`src/rtl/engine_config_capture_multi.sv`:
```
// Per-engine setup-word capture: filters this engine's window of setup words, assembles
// NUM_FIELDS config fields into a record and queues records in a first-word-fall-through FIFO.
module engine_config_capture_multi #(
  parameter int ID_RELATIVE      = 0,
  parameter int ENGINE_SEQ_WIDTH = 16,
  parameter int NUM_FIELDS       = 4,
  parameter int FIELD_W          = 32,
  parameter int ADDR_W           = 64,
  parameter int FIFO_DEPTH       = 16,
  parameter int PROG_THRESH      = 8
) (
  input  logic                             ap_clk,
  input  logic                             ap_rst_n,
  input  logic                             clear,
  input  logic                             in_valid,
  input  logic                             in_setup,
  input  logic [ADDR_W-1:0]                in_offset,
  input  logic [5:0]                       in_shift,
  input  logic [FIELD_W-1:0]               in_data,
  output logic                             cfg_valid,
  input  logic                             cfg_ready,
  output logic [NUM_FIELDS*FIELD_W-1:0]    cfg_fields,
  output logic [15:0]                      cfg_rec_id,
  output logic [$clog2(FIFO_DEPTH):0]      fifo_count,
  output logic                             prog_full,
  output logic                             busy,
  output logic                             err_order,
  output logic                             err_overflow
);

  localparam int CNT_W = $clog2(FIFO_DEPTH) + 1;
  localparam int PTR_W = $clog2(FIFO_DEPTH);
  localparam int IDX_W = $clog2(ENGINE_SEQ_WIDTH);
  localparam int REC_W = NUM_FIELDS * FIELD_W;
  localparam logic [ADDR_W-1:0] SEQ_MIN  = ADDR_W'(ID_RELATIVE * ENGINE_SEQ_WIDTH);
  localparam logic [ADDR_W-1:0] SEQ_SPAN = ADDR_W'(ENGINE_SEQ_WIDTH);
  localparam logic [IDX_W-1:0]  IDX_LAST = IDX_W'(ENGINE_SEQ_WIDTH - 1);

  typedef enum logic {S_IDLE, S_COLLECT} state_t;

  logic               r_vld_p1;
  logic               r_setup_p1;
  logic [ADDR_W-1:0]  r_offset_p1;
  logic [5:0]         r_shift_p1;
  logic [FIELD_W-1:0] r_data_p1;

  state_t             r_state, w_state_nx;
  logic [IDX_W-1:0]   r_expect, w_expect_nx;
  logic [REC_W-1:0]   r_fields, w_fields_nx;
  logic [15:0]        r_rec_cnt;
  logic               r_err_order, r_err_ovf;

  logic [REC_W-1:0]   r_mem_f  [FIFO_DEPTH];
  logic [15:0]        r_mem_id [FIFO_DEPTH];
  logic [PTR_W-1:0]   r_wr_ptr, r_rd_ptr;
  logic [CNT_W-1:0]   r_count;

  logic [ADDR_W-1:0]  w_seq, w_rel;
  logic [IDX_W-1:0]   w_idx;
  logic               w_hit, w_store, w_restart, w_complete, w_err_set;
  logic               w_pop, w_push, w_has_room;

  // Stage 1: register the raw word; all decisions below are taken on this copy
  always_ff @(posedge ap_clk or negedge ap_rst_n) begin
    if (!ap_rst_n) begin
      r_vld_p1    <= 1'b0;
      r_setup_p1  <= 1'b0;
      r_offset_p1 <= '0;
      r_shift_p1  <= '0;
      r_data_p1   <= '0;
    end else begin
      r_vld_p1    <= in_valid & ~clear;
      r_setup_p1  <= in_setup;
      r_offset_p1 <= in_offset;
      r_shift_p1  <= in_shift;
      r_data_p1   <= in_data;
    end
  end

  // Window hit: the wrapped difference is below the span only when MIN <= seq < MAX
  assign w_seq = r_offset_p1 >> r_shift_p1;
  assign w_rel = w_seq - SEQ_MIN;
  assign w_idx = IDX_W'(w_rel);
  assign w_hit = r_vld_p1 & r_setup_p1 & (w_rel < SEQ_SPAN);

  always_comb begin
    w_state_nx  = r_state;
    w_expect_nx = r_expect;
    w_fields_nx = r_fields;
    w_store     = 1'b0;
    w_restart   = 1'b0;
    w_complete  = 1'b0;
    w_err_set   = 1'b0;
    if (w_hit) begin
      case (r_state)
        S_IDLE: begin
          if (w_idx == '0) w_restart = 1'b1;
          else             w_err_set = 1'b1;
        end
        S_COLLECT: begin
          if (w_idx == r_expect) begin
            w_store = 1'b1;
            if (w_idx == IDX_LAST) begin
              w_complete  = 1'b1;
              w_expect_nx = '0;
              w_state_nx  = S_IDLE;
            end else begin
              w_expect_nx = r_expect + IDX_W'(1);
            end
          end else if (w_idx == '0) begin
            w_err_set = 1'b1;
            w_restart = 1'b1;
          end else begin
            w_err_set   = 1'b1;
            w_expect_nx = '0;
            w_state_nx  = S_IDLE;
          end
        end
        default: w_state_nx = S_IDLE;
      endcase
    end
    if (w_restart) begin
      w_fields_nx = '0;
      w_store     = 1'b1;
      w_expect_nx = IDX_W'(1);
      w_state_nx  = S_COLLECT;
    end
    // Window indices at or beyond NUM_FIELDS advance the sequence but carry no field
    if (w_store) begin
      for (int k = 0; k < NUM_FIELDS; k++) begin
        if (w_idx == IDX_W'(k)) w_fields_nx[k*FIELD_W +: FIELD_W] = r_data_p1;
      end
    end
  end

  always_ff @(posedge ap_clk or negedge ap_rst_n) begin
    if (!ap_rst_n) begin
      r_state  <= S_IDLE;
      r_expect <= '0;
    end else if (clear) begin
      r_state  <= S_IDLE;
      r_expect <= '0;
    end else begin
      r_state  <= w_state_nx;
      r_expect <= w_expect_nx;
    end
  end

  assign w_pop      = cfg_valid & cfg_ready;
  assign w_has_room = (r_count < CNT_W'(FIFO_DEPTH)) | w_pop;
  assign w_push     = w_complete & w_has_room & ~clear;

  // Record assembly, record numbering and sticky error flags
  always_ff @(posedge ap_clk or negedge ap_rst_n) begin
    if (!ap_rst_n) begin
      r_fields    <= '0;
      r_rec_cnt   <= '0;
      r_err_order <= 1'b0;
      r_err_ovf   <= 1'b0;
    end else begin
      r_fields <= w_fields_nx;
      if (clear) begin
        r_err_order <= 1'b0;
        r_err_ovf   <= 1'b0;
      end else begin
        if (w_complete) r_rec_cnt <= r_rec_cnt + 16'd1;
        if (w_err_set) r_err_order <= 1'b1;
        if (w_complete && !w_has_room) r_err_ovf <= 1'b1;
      end
    end
  end

  always_ff @(posedge ap_clk) begin
    if (w_push) begin
      r_mem_f[r_wr_ptr]  <= w_fields_nx;
      r_mem_id[r_wr_ptr] <= r_rec_cnt;
    end
  end

  always_ff @(posedge ap_clk or negedge ap_rst_n) begin
    if (!ap_rst_n) begin
      r_wr_ptr <= '0;
      r_rd_ptr <= '0;
      r_count  <= '0;
    end else if (clear) begin
      r_wr_ptr <= '0;
      r_rd_ptr <= '0;
      r_count  <= '0;
    end else begin
      if (w_push) r_wr_ptr <= r_wr_ptr + PTR_W'(1);
      if (w_pop)  r_rd_ptr <= r_rd_ptr + PTR_W'(1);
      case ({w_push, w_pop})
        2'b10:   r_count <= r_count + CNT_W'(1);
        2'b01:   r_count <= r_count - CNT_W'(1);
        default: r_count <= r_count;
      endcase
    end
  end

  // Head is gated so the record outputs read zero whenever the queue is empty
  assign cfg_valid    = (r_count != '0);
  assign cfg_fields   = cfg_valid ? r_mem_f[r_rd_ptr]  : '0;
  assign cfg_rec_id   = cfg_valid ? r_mem_id[r_rd_ptr] : '0;
  assign fifo_count   = r_count;
  assign prog_full    = (r_count >= CNT_W'(PROG_THRESH));
  assign busy         = (r_state == S_COLLECT);
  assign err_order    = r_err_order;
  assign err_overflow = r_err_ovf;

endmodule

```
`config.mk`:
```
export PLATFORM = sky130hd
export DESIGN_NAME = engine_config_capture_multi
export DESIGN_NICKNAME = d
export VERILOG_FILES = /design/src/rtl/engine_config_capture_multi.sv
export SDC_FILE = /design/constraint.sdc
export NUM_CORES = 2
export LEC_CHECK = 0
export CORE_MARGIN = 2
export CORE_UTILIZATION = 55
export DETAILED_ROUTE_END_ITERATION = 6
export PLACE_DENSITY = 0.72
export SLEW_MARGIN = 5
export SYNTH_ARGS = -nofsm -noshare
export SYNTH_HDL_FRONTEND = slang
export SYNTH_SLANG_ARGS = --single-unit
```
`constraint.sdc`:
```
create_clock -name ap_clk -period 14.4 [get_ports ap_clk]
set_clock_uncertainty 0.15 [all_clocks]
set_input_delay 2.88 -clock ap_clk [delete_from_list [all_inputs] [get_ports ap_clk]]
set_output_delay 2.88 -clock ap_clk [all_outputs]
set_load 0.05 [all_outputs]
```
==> metrics.txt <==
CTS-repair resized insts 0; antenna-violating nets left 0; Yosys reg bits 2572; Critical Path RT 11.37 ns; Remaining Overflow, GRT 0; final worst setup slack 5.589 ns; Clock Sinks 2572; post-route clock period utilization 0.6119; num ports 262; Post-CTS Setup Repair Bufs 0; vias in the first global route 50104; outcome completed; top_reg_cell synth edfxtp_1; NumNets Final 5070; DR vias/cell 6.471; first-pass GRT wire length 359400 um; layout cells sized above 1 0.2725; FFs w/ async S/R, synth 0.1042; row count 157; Die Wd 434.2 um; Syn Area/Cell 21.98 sq um; cell taking the most area after synthesis edfxtp_1; unrepaired setup endpoints after global routing no; worst skew pair latency 0.89 ns; dpl ws 6.265 ns; final hold vios 0; pin count of the biggest net entering global routing 145; crit-path max FO 144; element type at the critical path start flop; dpl cells 7176; Final min period 8.811 ns; total CTS buffers 237; GPL Wtd Cong 0.9009; Mapped Area 0.1018 sq mm; Hold WC Path Type reg -> reg; data arrival time of the critical path 5.78 ns; initial antenna violation count 33; hpwl dp 131100 um; Slew Limit Headroom 0.1394; die area 0.1885 sq mm; TNS Setup 0 ns; vias 49726; Design Area, Final 0.1154 sq mm; Routed WL 249700 um; post-synth top area share 0.6797; Hold-fix buffers, CTS 0; largest cells by area after synthesis edfxtp_1, mux4_2, dfrtp_1; synth warn 0; hold slack 0.4273 ns; synth unique cells 87; Pre-Repair DR Iteration Count 6; Crit. End Element output pin; area of placed instances 0.1073 sq mm; Cell Pwr Density 155.8 mW/mm^2; FF-to-FF Start r_shift_p1[1]$_DFF_PN0_; fin. max-slew vios 0; Core Area 0.1835 sq mm; Cells after Synth 4631; Starting Density 0.5548; WL per Instance 32.50 um; area of the multi-input gates 0.02482 sq mm; Setup violations, final 0; Finished Layout Cells 7684; register area share after synthesis 0.7456; max_cap viols 0; Peak VDD IR 0.2068 mV; Slew @ Worst Pin 1.288 ns; critical path class reg -> out; Buffers on Ports 261; Static Leak 0.04115 uW; hold wc startpoint r_expect[3]$_DFFE_PN0P_; Detailed Route Iter0 Violations 6739; final routed DRC violation total 0; Clock Tree Buf Depth 3; area added between synthesis and finish 13.42%; Tot GR Track Use 0.2692; final-layout fill cell count 12173; CTS tree yes; Synth Net Count 4750; Peak Freq 0.1135 GHz; Critical path origin r_rd_ptr[1]$_DFFE_PN0P_; Vert. Die Dim 434.2 um; # H-tree levels 4; register area 0.07591 sq mm; CTS root buf clkbuf_16; number of synthesized flops with an enable pin 2304; Reg clk slew, reported paths 0.07 ns
[layout make-up]
class                      count  share of cell area
sequential                  2572              0.6576
multi-input combinational   1779              0.2150
clock buffer                 335             0.05806
timing repair buffer         339             0.02937
tap                         2464             0.02671
clock inverter               116             0.01134
antenna                       57            0.001236
inverter                      22           0.0007153
[worst paths after layout]
| check | end | slack, ns | cells past startpoint |
|---|---|---|---|
| max in group asynchronous | r_fields[104]$_DFF_PN0_ | 10.01 | 3 |
| setup reg to reg | r_mem_f[15][3]$_DFFE_PP_ | 6.14 | 15 |
| setup / recovery | cfg_fields[76] | 5.59 | 6 |
| hold reg to reg | r_expect[3]$_DFFE_PN0P_ | 0.43 | 2 |
| min in group asynchronous | r_fields[62]$_DFF_PN0_ | 1.82 | 1 |
| hold / removal | r_expect[3]$_DFFE_PN0P_ | 0.43 | 2 |
[critical path: stages (launching register included)]
cell	delay [ns]
dfrtp_4	1.07
buf_12	0.65
buf_4	0.79
mux4_2	0.41
mux4_2	0.59
and2_1	0.22
clkdlybuf4s50_1	0.72
[registers in the layout, summed over array words and instances (netlist names)]
name	count
r_data_p1	32
r_wr_ptr	4
r_setup_p1	1
fifo_count	5
r_expect	4
r_mem_id	256
r_rec_cnt	16
r_mem_f	2048
busy	1
r_rd_ptr	4
r_offset_p1	64
r_vld_p1	1
err_overflow	1
r_shift_p1	6
err_order	1
r_fields	128
[cells in the final DEF, fill, tap and decap left out, types with 57 or more instances in the layout]
master / instances
and2_1: 154
buf_4: 63
clkbuf_1: 61
clkbuf_16: 240
clkdlybuf4s50_1: 260
dfrtp_1: 261
diode_2: 57
edfxtp_1: 2304
mux2_2: 165
mux2i_1: 89
mux4_2: 761
nand2_1: 68
nor2b_1: 114
[logic make-up (layout without fill, tap and decap cells)]
| kind of cell | count (synthesis) | in the layout | synth area share |
|---|---|---|---|
| AOI/OAI and AO/OA | 190 | 190 | 0.01346 |
| xor gates and xnor gates | 25 | 25 | 0.002151 |
| adders and majority gates | 11 | 11 | 0.001426 |
| buffers and inverters | 280 | 812 | 0.01148 |
| DFF | 2572 | 2572 | 0.7456 |
| muxes | 1018 | 1018 | 0.1957 |
| other | 0 | 57 | 0 |
| and+or+nand+nor | 535 | 535 | 0.03014 |
[routing by layer]
metal / track usage / routed length, um / share of wire
met1: 0.3736 / 95230 / 0.38
met2: 0.4362 / 125500 / 0.50
met5: 0 / 13 / 0.000052
met3: 0.04609 / 21300 / 0.085
met4: 0.09791 / 7705 / 0.031
[Yosys cell counts, types with 22 or more instances]
library cell  count
o22ai_1          22
dfrtp_1         268
o21ai_0          28
mux4_2          761
mux2_2          165
nor2b_1         114
nor3_1           24
buf_1            52
clkbuf_1        164
a21oi_1          33
nor2_1           52
edfxtp_1       2304
nand3_1          26
nand2_1          68
mux2i_1          89
buf_2            23
and2_1          162
[power by group]
part	switching, uW	total, uW	internal (uW)
logic	2150	3500	1350
registers	94.0	8130	8030
clock network	2710	6350	3640
total	4950	18000	13000
[metrics by stage]
step / power, uW / util
2_1_floorplan: 10670 / -
3_3_place_gp: 11850 / 0.5848
3_5_place_dp: 11850 / 0.5848
5_1_grt: 18540 / 0.6286
4_1_cts: 18140 / 0.6284
6_report: 17980 / 0.6292
(Power assumes the default switching activity.)
